===== config.mk =====
export PLATFORM = sky130hd
export DESIGN_NAME = hps_master_bytes_to_packets
export DESIGN_NICKNAME = d
export VERILOG_FILES = /design/src/rtl/hps_master_bytes_to_packets_pkg.sv /design/src/rtl/hps_master_st_out_reg.sv /design/src/rtl/hps_master_bytes_to_packets.sv
export SDC_FILE = /design/constraint.sdc
export NUM_CORES = 1
export LEC_CHECK = 0
export CORE_UTILIZATION = 45
export DETAILED_ROUTE_END_ITERATION = 12
export GPL_TIMING_DRIVEN = 0
export PLACE_DENSITY_LB_ADDON = 0.2
export SYNTH_ARGS = -nofsm -noshare
export SYNTH_HDL_FRONTEND = slang
export SYNTH_SLANG_ARGS = --single-unit

===== constraint.sdc =====
create_clock -name clk -period 1.73 [get_ports clk]
set_input_delay 0.346 -clock clk [delete_from_list [all_inputs] [get_ports clk]]
set_output_delay 0.346 -clock clk [all_outputs]
set_load 0.005 [all_outputs]

===== src/rtl/hps_master_bytes_to_packets_pkg.sv =====
// Shared constants and decoder state for the HPS master byte <-> packet channel path.
// Used by the bytes-to-packets decoder, the packets-to-bytes encoder and their benches.
package hps_master_bytes_to_packets_pkg;

  localparam logic [7:0] SOP_CHAR    = 8'h7A;
  localparam logic [7:0] EOP_CHAR    = 8'h7B;
  localparam logic [7:0] CHAN_CHAR   = 8'h7C;
  localparam logic [7:0] ESC_CHAR    = 8'h7D;
  localparam logic [7:0] ESCAPE_XOR  = 8'h20;

  typedef enum logic [1:0] {
    ST_DATA     = 2'd0,
    ST_ESC      = 2'd1,
    ST_CHAN     = 2'd2,
    ST_CHAN_ESC = 2'd3
  } b2p_state_e;

  // True for any byte that has framing meaning on the link.
  function automatic logic is_special(input logic [7:0] b);
    return (b == SOP_CHAR) || (b == EOP_CHAR) || (b == CHAN_CHAR) || (b == ESC_CHAR);
  endfunction

endpackage


===== src/rtl/hps_master_st_out_reg.sv =====
// One-entry registered Avalon-ST output stage: holds a beat until the sink takes it.
module hps_master_st_out_reg #(
  parameter int CHANNEL_WIDTH = 8
) (
  input  logic                     clk,
  input  logic                     reset_n,
  input  logic                     i_load,
  input  logic [7:0]               i_data,
  input  logic                     i_sop,
  input  logic                     i_eop,
  input  logic [CHANNEL_WIDTH-1:0] i_channel,
  input  logic                     i_ready,
  output logic                     o_valid,
  output logic [7:0]               o_data,
  output logic                     o_sop,
  output logic                     o_eop,
  output logic [CHANNEL_WIDTH-1:0] o_channel
);

  logic                     r_valid;
  logic [7:0]               r_data;
  logic                     r_sop;
  logic                     r_eop;
  logic [CHANNEL_WIDTH-1:0] r_channel;

  // The caller only loads when the slot is empty or being drained this cycle.
  always_ff @(posedge clk or negedge reset_n) begin
    if (!reset_n) begin
      r_valid   <= 1'b0;
      r_data    <= '0;
      r_sop     <= 1'b0;
      r_eop     <= 1'b0;
      r_channel <= '0;
    end else if (i_load) begin
      r_valid   <= 1'b1;
      r_data    <= i_data;
      r_sop     <= i_sop;
      r_eop     <= i_eop;
      r_channel <= i_channel;
    end else if (i_ready) begin
      r_valid   <= 1'b0;
    end
  end

  assign o_valid   = r_valid;
  assign o_data    = r_data;
  assign o_sop     = r_sop;
  assign o_eop     = r_eop;
  assign o_channel = r_channel;

endmodule


===== src/rtl/hps_master_bytes_to_packets.sv =====
// Decodes the escaped host-link byte stream into Avalon-ST packets with SOP/EOP/channel.
// Optional macro HPS_B2P_CHANNEL_FILTER_EN: drop beats not addressed to CHANNEL_ID.
module hps_master_bytes_to_packets
  import hps_master_bytes_to_packets_pkg::*;
#(
  parameter int CHANNEL_WIDTH = 8,
  parameter int CHANNEL_ID    = 0
) (
  input  logic                     clk,
  input  logic                     reset_n,
  output logic                     in_ready,
  input  logic                     in_valid,
  input  logic [7:0]               in_data,
  input  logic                     out_ready,
  output logic                     out_valid,
  output logic [7:0]               out_data,
  output logic                     out_startofpacket,
  output logic                     out_endofpacket,
  output logic [CHANNEL_WIDTH-1:0] out_channel
);

`ifdef HPS_B2P_CHANNEL_FILTER_EN
  localparam bit FILTER_EN = 1'b1;
`else
  localparam bit FILTER_EN = 1'b0;
`endif
  localparam logic [CHANNEL_WIDTH-1:0] ID_CH = CHANNEL_WIDTH'(CHANNEL_ID);

  function automatic logic [CHANNEL_WIDTH-1:0] to_chan(input logic [7:0] b);
    return CHANNEL_WIDTH'(b);
  endfunction

  b2p_state_e               r_state;
  b2p_state_e               w_state_nxt;
  logic                     r_sop_pending;
  logic                     r_eop_pending;
  logic [CHANNEL_WIDTH-1:0] r_channel;

  logic                     w_accept;
  logic                     w_payload;
  logic                     w_emit;
  logic [7:0]               w_byte;
  logic                     w_set_sop;
  logic                     w_set_eop;
  logic                     w_chan_ld;
  logic                     w_out_valid;
  logic [CHANNEL_WIDTH-1:0] w_stage_chan;

  assign in_ready = !w_out_valid || out_ready;
  assign w_accept = in_valid && in_ready;

  always_ff @(posedge clk or negedge reset_n) begin
    if (!reset_n) r_state <= ST_DATA;
    else          r_state <= w_state_nxt;
  end

  always_comb begin
    w_state_nxt = r_state;
    w_payload   = 1'b0;
    w_byte      = in_data;
    w_set_sop   = 1'b0;
    w_set_eop   = 1'b0;
    w_chan_ld   = 1'b0;
    if (w_accept) begin
      case (r_state)
        ST_DATA: begin
          if (in_data == SOP_CHAR)       w_set_sop   = 1'b1;
          else if (in_data == EOP_CHAR)  w_set_eop   = 1'b1;
          else if (in_data == CHAN_CHAR) w_state_nxt = ST_CHAN;
          else if (in_data == ESC_CHAR)  w_state_nxt = ST_ESC;
          else                           w_payload   = 1'b1;
        end
        ST_ESC: begin
          w_payload   = 1'b1;
          w_byte      = in_data ^ ESCAPE_XOR;
          w_state_nxt = ST_DATA;
        end
        ST_CHAN: begin
          if (in_data == ESC_CHAR) begin
            w_state_nxt = ST_CHAN_ESC;
          end else begin
            w_chan_ld   = 1'b1;
            w_state_nxt = ST_DATA;
          end
        end
        ST_CHAN_ESC: begin
          w_chan_ld   = 1'b1;
          w_byte      = in_data ^ ESCAPE_XOR;
          w_state_nxt = ST_DATA;
        end
        default: w_state_nxt = ST_DATA;
      endcase
    end
  end

  // Pending flags clear on every payload beat, even a filtered one.
  always_ff @(posedge clk or negedge reset_n) begin
    if (!reset_n) begin
      r_sop_pending <= 1'b0;
      r_eop_pending <= 1'b0;
      r_channel     <= '0;
    end else begin
      if (w_payload) begin
        r_sop_pending <= 1'b0;
        r_eop_pending <= 1'b0;
      end else begin
        if (w_set_sop) r_sop_pending <= 1'b1;
        if (w_set_eop) r_eop_pending <= 1'b1;
      end
      if (w_chan_ld) r_channel <= to_chan(w_byte);
    end
  end

  assign w_emit = w_payload && (!FILTER_EN || (r_channel == ID_CH));

  hps_master_st_out_reg #(
    .CHANNEL_WIDTH (CHANNEL_WIDTH)
  ) u_out_reg (
    .clk       (clk),
    .reset_n   (reset_n),
    .i_load    (w_emit),
    .i_data    (w_byte),
    .i_sop     (r_sop_pending),
    .i_eop     (r_eop_pending),
    .i_channel (r_channel),
    .i_ready   (out_ready),
    .o_valid   (w_out_valid),
    .o_data    (out_data),
    .o_sop     (out_startofpacket),
    .o_eop     (out_endofpacket),
    .o_channel (w_stage_chan)
  );

  assign out_valid   = w_out_valid;
  assign out_channel = FILTER_EN ? ID_CH : w_stage_chan;

endmodule


==> qor.csv, run 1 <==
stage,metric,value,unit
die,die_area,3060,um2
timing,finClkSkew,0.00531,ns
timing,holdWs,0.0516,ns
synth,muxShareOfSynthArea,22.9,%
synth,netlist_area,1280,um2
die,num_rows,18,
layout,final_common_cell,dfrtp_1,
global_route,antenna_found_initial,0,
die,fp.coreArea,2590,um2
clock_tree,cts-root-buf,clkbuf_4,
layout,final_cell_area,1750,um2
detailed_routing,route.vias.total,858,
timing,timing.fmax,0.587,GHz
die,die_x,55.3,um
die,die_h,55.3,um
timing,hold_viol,0,
synth,synth.avg_cell_area,14.5,um2
synth,synth_adder_area_share,0,%
critical_path,critPathCapture,u_out_reg.o_channel[1]$_DFFE_PN0P_,
detailed_routing,vias_per_cell,5.33,
critical_path,crit_path_end_kind,flop,
timing,rsz0062_at_grt,yes,
synth,yosys.area_share.simple,7.53,%
die,initial_core_util,49.4,%
synth,syn_inst,88,
detailed_routing,drc,0,
detailed_routing,first_pass_iters,6,
timing,maxSlewViolCount,0,
global_route,grt_max_degree,32,
hold_path,hold_path.class,input pin to async pin,
status,status,finished clean,
synth,syn_nets,100,
timing,tns,0,ns
synth,ys_warn_count,0,
critical_path,r2r_setup_slack,0.13,ns
layout,layout_common_cells,"31 x dfrtp_1, 28 x clkdlybuf4s50_1, 26 x mux2_2, 5 x buf_4, 5 x clkbuf_4",
synth,synth_xor_area_share,1.37,%
power_and_ir_drop,powerDensity,878,nW/um2
critical_path,arrival,1.91,ns
layout,fin_util,67.5,%
synth,ys_seq_elements,31,
critical_path,cp_data_required_time,1.93,ns
run,maxCapViolCount,0,
detailed_routing,avgRoutedWirePerCell,14.7,um
layout,final_nets,142,
detailed_routing,drt-total-wl,2370,um
critical_path,worstSetupPathType,input pin to flop,
global_route,grt_util_all_layers,16.7,%
layout,area_delta_synth_final,36.6,%
layout,drive_gt1_share,35.1,%
clock_tree,h-tree-depth,2,
critical_path,crit_start,in_data[7],
layout,diodes,0,
clock_tree,cts_tree,done,
placement,io_buffers,31,
placement,hpwl,1700,um
timing,slew_headroom,55.6,%
global_route,grt_pass1_vias,894,
detailed_routing,ant_nets,0,
clock_tree,ctsLongestPathBuffers,2,
critical_path,worstReg2RegStart,u_out_reg.o_valid$_DFFE_PN0P_,
global_route,grt_pass1_wl,4030,um
critical_path,rr_endpoint,u_out_reg.o_channel[1]$_DFFE_PN0P_,
clock_tree,clock_sinks,31,
global_route,grt_overflow_total,0,
clock_tree,cts_made_buffers,5,
critical_path,cp-start-kind,input pin,
power_and_ir_drop,leakage,0.812,nW
timing,setup_violations,0,
timing,tightest_slew,0.666,ns
detailed_routing,first_iter_violations,10,
synth,synth_compound_area_share,5.77,%
timing,setup_slack,0.0266,ns
clock_tree,path_clk_slew,0.09,ns
synth,yosysSeqAreaShare,60.6,%
placement,place_congestion,0.729,
timing,min_period_over_period,98.5,%
timing,period_needed,1.70,ns
placement,pre_cts_ws,-0.381,ns
synth,yosysUniqueCellTypes,20,
die,pin_count,32,
critical_path,reg2reg_depth,5,
critical_path,cp_max_fo,10,
clock_tree,clk-insertion-delay-late,0.32,ns
placement,postPlaceCellArea,1630,um2
synth,synth_top_family_by_area,multiplexers,
power_and_ir_drop,ir_drop,0.000639,V
-- report_power, final --
group	switching [mW]	internal (mW)	total, mW
registers	0.0271	0.778	0.805
logic	0.0954	0.166	0.261
clock network	0.229	0.239	0.468
total	0.351	1.18	1.53
-- worst max-delay path: stages --
cell	delay, ns
clkdlybuf4s50_1	0.48
nand4b_1	0.20
nor2_2	0.07
buf_4	0.14
a21oi_2	0.14
buf_6	0.17
mux2_2	0.34
-- per-layer routing --
metal	track usage [%]	up-vias	part of all wire, %
met5	0	-	0
met4	5.00	0	1.1
met3	6.56	5	5.9
met2	27.7	28	53
met1	20.1	430	40
li1	-	395	-
-- sequential cells by signal (all words and copies together), names as in the netlist --
name,flops
r_channel,8
u_out_reg.o_channel,8
u_out_reg.o_data,8
r_state,2
r_eop_pending,1
r_sop_pending,1
u_out_reg.o_eop,1
u_out_reg.o_sop,1
u_out_reg.o_valid,1
-- cell usage after synthesis, drive strengths merged --
cell     count  share of area, %
nor4         1               1.7
a21o         2               1.2
a21oi        2               1.4
nand4b       1              0.68
dfrtp       31                61
nand2        4               1.2
nand3b       2               1.2
buf          2               1.3
nand2b       2               1.2
xnor2        1              0.68
inv          2              0.59
mux2        26                23
xor2         1              0.68
a2bb2oi      2               1.4
o21ai        3               1.2
a22o         1              0.68
nor2         3              0.88
nand3        2              0.78
-- logic make-up (layout without fill, tap and decap cells) --
group	after synthesis	after routing
compound gates	10	10
xor+xnor	2	2
buf+inv	4	47
flops	31	31
mux	26	26
simple gates	15	15
-- worst min path at each step --
stage	from	endpoint	slack, ns	cells past startpoint
after floorplan	reset_n	r_channel[0]$_DFFE_PN0P_	0.05	0
after global placement	r_channel[7]$_DFFE_PN0P_	r_channel[7]$_DFFE_PN0P_	0.48	1
after detailed placement	r_channel[3]$_DFFE_PN0P_	u_out_reg.o_channel[3]$_DFFE_PN0P_	0.49	1
after CTS	r_channel[3]$_DFFE_PN0P_	u_out_reg.o_channel[3]$_DFFE_PN0P_	0.51	1
after global routing	reset_n	u_out_reg.o_data[0]$_DFFE_PN0P_	0.11	1
final	reset_n	r_state[1]$_DFFE_PN0P_	0.05	1
-- metrics by stage --
stage               power (mW)  instances
floorplan                0.915         88
global placement          1.07        149
detailed placement        1.08        149
CTS                       1.55        159
global route              1.60        161
finish                    1.53        161
-- area by class of cell --
cell class | instances | area [um2]
timing repair buffer | 35 | 337
sequential | 31 | 776
buffer | 2 | 18.8
clock buffer | 8 | 68.8
inverter | 2 | 7.51
fill | 207 | 842
multi-input combinational | 53 | 503
tap | 30 | 37.5
-- repair_timing --
action                                 4_1_cts  5_1_grt
gates resized for setup                      4        4
buffers inserted                             2        2
endpoints found under the hold margin        0        0
setup endpoints to repair                   24       25
hold buffers                                 0        0
pin swaps                                    2        3
Note: power is estimated with default switching activity, not from simulation.
==> run 2, diff against run 1 <==
- SLEW_MARGIN: default -> 20
==> run 2 against run 1 <==
  * Routed wire length is 3.3% higher
  * Critical path depth is 3 lower
  * Largest cell class unchanged
  * Highest routed layer unchanged
  * First-iteration DRC count grew to 2.5 times the previous value
  * Hold slack better by 0.00095 ns
  * Register-to-register slack worse by 0.04 ns
  * Clock power is 1% higher
  * Fmax is 1.2% higher
==> qor.csv, run 2 (synthesis results as in run 1) <==
stage,metric,value,unit,change
power_and_ir_drop,power.share.clock,30.7,%,was 30.5%
timing,tns,0,ns,unchanged
power_and_ir_drop,ir_drop,0.000719,V,was 0.000639 V
critical_path,cp-start-kind,input pin,,unchanged
detailed_routing,drt-total-wl,2450,um,was 2370 um
placement,io_buffers,31,,unchanged
die,die_area,3060,um2,unchanged
layout,area_delta_synth_final,36.7,%,was 36.6%
detailed_routing,vias_per_cell,5.45,,was 5.33
critical_path,worstReg2RegStart,r_state[0]$_DFFE_PN0P_,,was u_out_reg.o_valid$_DFFE_PN0P_
critical_path,r2r_setup_slack,0.09,ns,was 0.13 ns
detailed_routing,drc,0,,unchanged
critical_path,arrival,1.89,ns,was 1.91 ns
global_route,grt_pass1_wl,4110,um,was 4030 um
die,pin_count,32,,unchanged
die,initial_core_util,49.4,%,unchanged
timing,setup_slack,0.0474,ns,was 0.0266 ns
detailed_routing,ant_nets,0,,unchanged
die,die_h,55.3,um,unchanged
power_and_ir_drop,leakage,0.835,nW,was 0.812 nW
timing,setup_violations,0,,unchanged
clock_tree,ctsLongestPathBuffers,2,,unchanged
clock_tree,cts_tree,done,,unchanged
power_and_ir_drop,comb_power_share,17.0,%,about the same
detailed_routing,route.vias.total,872,,was 858
layout,drive_gt1_share,34.6,%,was 35.1%
clock_tree,ctsHoldBuffers,0,,unchanged
clock_tree,h-tree-depth,2,,unchanged
critical_path,reg2reg_depth,4,,was 5
timing,timing.fmax,0.594,GHz,was 0.587 GHz
die,num_rows,18,,unchanged
critical_path,crit_path_end_kind,flop,,unchanged
critical_path,crit_path_top_delay_cell,clkdlybuf4s50_1,,unchanged
power_and_ir_drop,powerDensity,880,nW/um2,was 878 nW/um2
critical_path,rr_endpoint,r_channel[6]$_DFFE_PN0P_,,was u_out_reg.o_channel[1]$_DFFE_PN0P_
placement,hpwl,1700,um,about the same
critical_path,crit_chain,clkdlybuf4s50_1 > nor4_4 > a21oi_4 > mux2_4,,was clkdlybuf4s50_1 > nand4b_1 > nor2_2 > buf_4 > a21oi_2 > buf_6 > mux2_2
detailed_routing,first_iter_violations,25,,was 10
detailed_routing,first_pass_iters,4,,was 6
clock_tree,cts_made_buffers,5,,unchanged
global_route,use_met3,7.26,%,was 6.56%
critical_path,cp_data_required_time,1.94,ns,was 1.93 ns
clock_tree,clock_sinks,31,,unchanged
global_route,antenna_found_initial,0,,unchanged
placement,place_congestion,0.729,,unchanged
timing,min_period_over_period,97.3,%,was 98.5%
detailed_routing,avgRoutedWirePerCell,15.3,um,was 14.7 um
global_route,grtUsageMet2,26.2,%,was 27.7%
hold_path,hold_path.class,input pin to async pin,,unchanged
clock_tree,clk-insertion-delay-late,0.33,ns,was 0.32 ns
global_route,grt.busiest_layer,met2,,unchanged
power_and_ir_drop,power,1.54,mW,was 1.53 mW
global_route,grt_pass1_vias,841,,was 894
timing,maxSlewViolCount,0,,unchanged
critical_path,crit_path_max_incr_delay,0.55,ns,was 0.48 ns
timing,period_needed,1.68,ns,was 1.70 ns
run,maxCapViolCount,0,,unchanged
layout,fill_cells,204,,was 207
timing,hold_viol,0,,unchanged
global_route,grt_max_degree,32,,unchanged
power_and_ir_drop,switchingPower,359,uW,was 351 uW
global_route,grt_overflow_total,0,,unchanged
power_and_ir_drop,swShare,23.3,%,was 22.9%
layout,diodes,0,,unchanged
power_and_ir_drop,p_seq_share,52.3,%,was 52.5%
global_route,grt_util_all_layers,17.9,%,was 16.7%
power_and_ir_drop,internal_power,1.18,mW,about the same
critical_path,cp_max_fo,8,,was 10
timing,slew_headroom,53.2,%,was 55.6%
die,fp.coreArea,2590,um2,unchanged
placement,pre_cts_ws,-0.390,ns,was -0.381 ns
clock_tree,cts-root-buf,clkbuf_4,,unchanged
die,die_x,55.3,um,unchanged
timing,finClkSkew,0.00759,ns,was 0.00531 ns
timing,tightest_slew,0.702,ns,was 0.666 ns
layout,final_common_cell,dfrtp_1,,unchanged
layout,final_nets,141,,was 142
global_route,use_met1,23.0,%,was 20.1%
layout,layout_common_cells,"31 x dfrtp_1, 25 x mux2_2, 25 x clkdlybuf4s50_1, 5 x clkbuf_4",,"was 31 x dfrtp_1, 28 x clkdlybuf4s50_1, 26 x mux2_2, 5 x buf_4, 5 x clkbuf_4"
clock_tree,path_clk_slew,0.10,ns,was 0.09 ns
status,status,finished clean,,unchanged
critical_path,worstSetupPathType,input pin to flop,,unchanged
-- run 2: cell count changes in the layout (fill, tap and decap cells not counted), sizes merged --
cell,before,now
clkdlybuf4s50,28,25
dlymetal6s2s,1,4
buf,7,6
-- run 2: layout make-up --
cell class	instances	area, um2	share of cell area [%]
sequential	31	776	44.3
multi-input combinational	53	507	29.0
timing repair buffer	34	337	19.2
clock buffer	8	68.8	3.93
tap	30	37.5	2.15
buffer	2	16.3	0.930
inverter	2	7.51	0.429
-- run 2: worst max-delay path: cells and delay by family --
kind / cells / cell delay, ns
buffers and inverters: 1 / 0.55
AO/OA/AOI/OAI: 1 / 0.18
AND/OR/NAND/NOR: 1 / 0.49
multiplexers: 1 / 0.33
-- run 2: power by group through the flow --
| stage | sequential [mW] | combinational (mW) | clock (mW) |
|---|---|---|---|
| final | 0.805 | 0.262 | 0.473 |
| after global routing | 0.812 | 0.282 | 0.532 |
| after CTS | 0.806 | 0.257 | 0.500 |
| after detailed placement | 0.819 | 0.255 | 0 |
| after global placement | 0.816 | 0.251 | 0 |
| after floorplan | 0.821 | 0.0947 | 0 |
-- run 2: how the worst max path moves through the flow --
stage,start,to,slack (ns),cells after the start
final,in_data[1],r_channel[6]$_DFFE_PN0P_,0.05,4
after global routing,in_data[1],u_out_reg.o_data[7]$_DFFE_PN0P_,-0.005,5
after detailed placement,out_ready,u_out_reg.o_channel[1]$_DFFE_PN0P_,-0.39,6
after CTS,in_data[5],r_channel[6]$_DFFE_PN0P_,0.004,5
after global placement,in_data[5],u_out_reg.o_data[4]$_DFFE_PN0P_,-0.35,6
after floorplan,in_data[7],u_out_reg.o_data[0]$_DFFE_PN0P_,0.23,5
-- run 2: per-layer routing --
layer,share of wire (%),vias to the layer above
li1,-,395
met1,43,441
met2,48,28
met3,5.5,8
met4,2.9,0
met5,0,-
-- run 2: what timing repair did --
action | 4_1_cts | 5_1_grt
setup buffers | 0 | 3
pin swaps | 0 | 3
gates resized for setup | 3 | 7
hold endpoints to repair | 0 | 0
setup endpoints to repair | 17 | 24
-- run 2: per-stage QoR --
stage	cell area [um2]	cells	util, %	hold slack [ns]
global placement	1630	149	62.9	0.484
finish	1750	160	67.5	0.0525
floorplan	1280	88	-	0.0504
global route	1750	160	67.5	0.0888
detailed placement	1620	149	62.7	0.428
CTS	1700	157	65.6	0.0568
==> run 3, diff against run 2 <==
- ABC_CLOCK_PERIOD_IN_PS: default -> 1730
- CORE_UTILIZATION: 45 -> 42
==> run 3 against run 2 <==
  * The flow now finishes with violations (DRC)
  * Clock power about the same
  * Routed wire length is 1.0% lower
  * Final area is 1.4% higher
  * Sequential share of layout area fell by 0.59 points
  * Global-route usage down 1.2 points
  * Critical path type unchanged
  * Largest power group unchanged
  * Total power rose by 0.51%
  * Critical path depth rose by 3
  * Clock skew down 0.0029 ns
  * Combinational power increased by 3%
  * Die area is 6.9% higher
  * Flip-flop and latch count did not move
==> qor.csv, run 3 (synthesis results as in run 1) <==
stage,metric,value,unit,change
detailed_routing,route.vias.total,865,,was 872
power_and_ir_drop,internal_power,1.19,mW,was 1.18 mW
layout,layoutNonFillerInstCount,164,,was 160
placement,placed_cells,150,,was 149
timing,setup_slack,0.0353,ns,was 0.0474 ns
placement,hpwl,1700,um,about the same
timing,finClkSkew,0.00469,ns,was 0.00759 ns
timing,period_needed,1.69,ns,was 1.68 ns
power_and_ir_drop,comb_power_share,17.5,%,was 17.0%
power_and_ir_drop,power,1.55,mW,was 1.54 mW
die,die_area,3270,um2,was 3060 um2
timing,min_period_over_period,98.0,%,was 97.3%
status,violations,DRC,,
timing,slew_headroom,55.2,%,was 53.2%
clock_tree,h-tree-depth,2,,unchanged
layout,final_nets,144,,was 141
placement,io_buffers,31,,unchanged
global_route,grt_pass1_wl,3970,um,was 4110 um
hold_path,hold_path.class,input pin to async pin,,unchanged
detailed_routing,ant_nets,0,,unchanged
run,maxCapViolCount,0,,unchanged
critical_path,crit_path_end_kind,flop,,unchanged
clock_tree,clock_sinks,31,,unchanged
detailed_routing,avgRoutedWirePerCell,14.8,um,was 15.3 um
placement,place_congestion,0.831,,was 0.729
timing,timing.fmax,0.590,GHz,was 0.594 GHz
detailed_routing,first_iter_violations,33,,was 25
timing,tns,0,ns,unchanged
timing,tightest_slew,0.671,ns,was 0.702 ns
timing,hold_viol,0,,unchanged
detailed_routing,drt-total-wl,2430,um,was 2450 um
layout,final_cell_area,1770,um2,was 1750 um2
power_and_ir_drop,ir_drop,0.000594,V,was 0.000719 V
detailed_routing,first_pass_iters,8,,was 4
power_and_ir_drop,powerDensity,873,nW/um2,was 880 nW/um2
critical_path,arrival,1.91,ns,was 1.89 ns
power_and_ir_drop,p_seq_share,52.0,%,was 52.3%
clock_tree,cts_tree,done,,unchanged
power_and_ir_drop,power.share.clock,30.5,%,was 30.7%
layout,final_common_cell,dfrtp_1,,unchanged
critical_path,cp-start-kind,input pin,,unchanged
detailed_routing,vias_per_cell,5.27,,was 5.45
clock_tree,ctsLongestPathBuffers,2,,unchanged
timing,maxSlewViolCount,0,,unchanged
die,pin_count,32,,unchanged
die,die_x,57.2,um,was 55.3 um
clock_tree,cts_made_buffers,5,,unchanged
power_and_ir_drop,leakage,0.824,nW,was 0.835 nW
critical_path,cp_max_fo,5,,was 8
status,status,"complete, but fails checks",,was finished clean
critical_path,cp_data_required_time,1.95,ns,was 1.94 ns
die,die_h,57.2,um,was 55.3 um
power_and_ir_drop,switchingPower,359,uW,about the same
layout,diodes,0,,unchanged
critical_path,worstSetupPathType,input pin to flop,,unchanged
layout,fin_util,62.7,%,was 67.5%
clock_tree,clk-insertion-delay-late,0.32,ns,was 0.33 ns
die,num_rows,19,,was 18
layout,drive_gt1_share,36.1,%,was 34.6%
global_route,grt_util_all_layers,16.7,%,was 17.9%
clock_tree,cts-root-buf,clkbuf_4,,unchanged
die,initial_core_util,45.2,%,was 49.4%
placement,pre_cts_ws,-0.396,ns,was -0.390 ns
global_route,grt_pass1_vias,854,,was 841
clock_tree,path_clk_slew,0.09,ns,was 0.10 ns
global_route,grt_overflow_total,0,,unchanged
global_route,grt_max_degree,32,,unchanged
global_route,antenna_found_initial,0,,unchanged
layout,area_delta_synth_final,38.5,%,was 36.7%
timing,setup_violations,0,,unchanged
placement,postPlaceCellArea,1620,um2,about the same
power_and_ir_drop,swShare,23.2,%,was 23.3%
detailed_routing,drc,2,,was 0
layout,layout_common_cells,"31 x dfrtp_1, 28 x clkdlybuf4s50_1, 26 x mux2_2, 5 x clkbuf_4, 5 x buf_4",,"was 31 x dfrtp_1, 25 x mux2_2, 25 x clkdlybuf4s50_1, 5 x clkbuf_4"
die,fp.coreArea,2830,um2,was 2590 um2
critical_path,reg2reg_depth,5,,was 4
timing,holdWs,0.0488,ns,was 0.0525 ns
clock_tree,ctsHoldBuffers,0,,unchanged
run 3: cell types whose count changed in the layout (fill, tap and decap cells not counted), sizes merged:
| cell | delta |
|---|---|
| clkdlybuf4s50 | +3 |
| dlymetal6s2s | -3 |
| buf | +3 |
run 3: area by class of cell:
cell class                 count  area (um2)
fill                         241        1060
sequential                    31         776
multi-input combinational     53         510
timing repair buffer          37         355
clock buffer                   8        68.8
tap                           31        38.8
buffer                         2        16.3
inverter                       2        7.51
run 3: final timing paths:
| path | endpoint | slack (ns) | startpoint |
|---|---|---|---|
| min | u_out_reg.o_valid$_DFFE_PN0P_ | 0.05 | reset_n |
| min in group clk | u_out_reg.o_data[7]$_DFFE_PN0P_ | 0.33 | in_data[7] |
| max reg2reg | u_out_reg.o_sop$_DFFE_PN0P_ | 0.17 | u_out_reg.o_valid$_DFFE_PN0P_ |
| max | u_out_reg.o_sop$_DFFE_PN0P_ | 0.04 | in_data[5] |
| max in group asynchronous | r_channel[7]$_DFFE_PN0P_ | 1.25 | reset_n |
| min reg2reg | r_channel[6]$_DFFE_PN0P_ | 0.51 | r_channel[6]$_DFFE_PN0P_ |
run 3: timing repair:
action	in CTS	in global routing
cloned	0	1
pin swaps	1	3
hold endpoints to repair	0	0
resized for setup	4	6
buffers inserted	1	4
setup endpoints to repair	25	24
run 3: power groups by stage:
stage | clock, mW | sequential [mW] | combinational, mW
2_1_floorplan | 0 | 0.821 | 0.0947
3_5_place_dp | 0 | 0.819 | 0.255
4_1_cts | 0.488 | 0.805 | 0.257
6_report | 0.472 | 0.804 | 0.271
3_3_place_gp | 0 | 0.817 | 0.251
5_1_grt | 0.526 | 0.812 | 0.293
run 3: layer usage:
metal / routed length, um / share of wire [%] / track usage [%]
met5: 0 / 0 / 0
met4: 42 / 1.7 / 6.27
met3: 121 / 5.0 / 7.03
met2: 1170 / 48 / 25.4
met1: 1090 / 45 / 21.3
run 3: worst max-delay path: stages:
cell	delay (ns)
clkdlybuf4s50_1	0.46
nand4b_1	0.22
nor2_2	0.07
buf_4	0.15
a21oi_4	0.19
buf_6	0.16
mux2_2	0.33
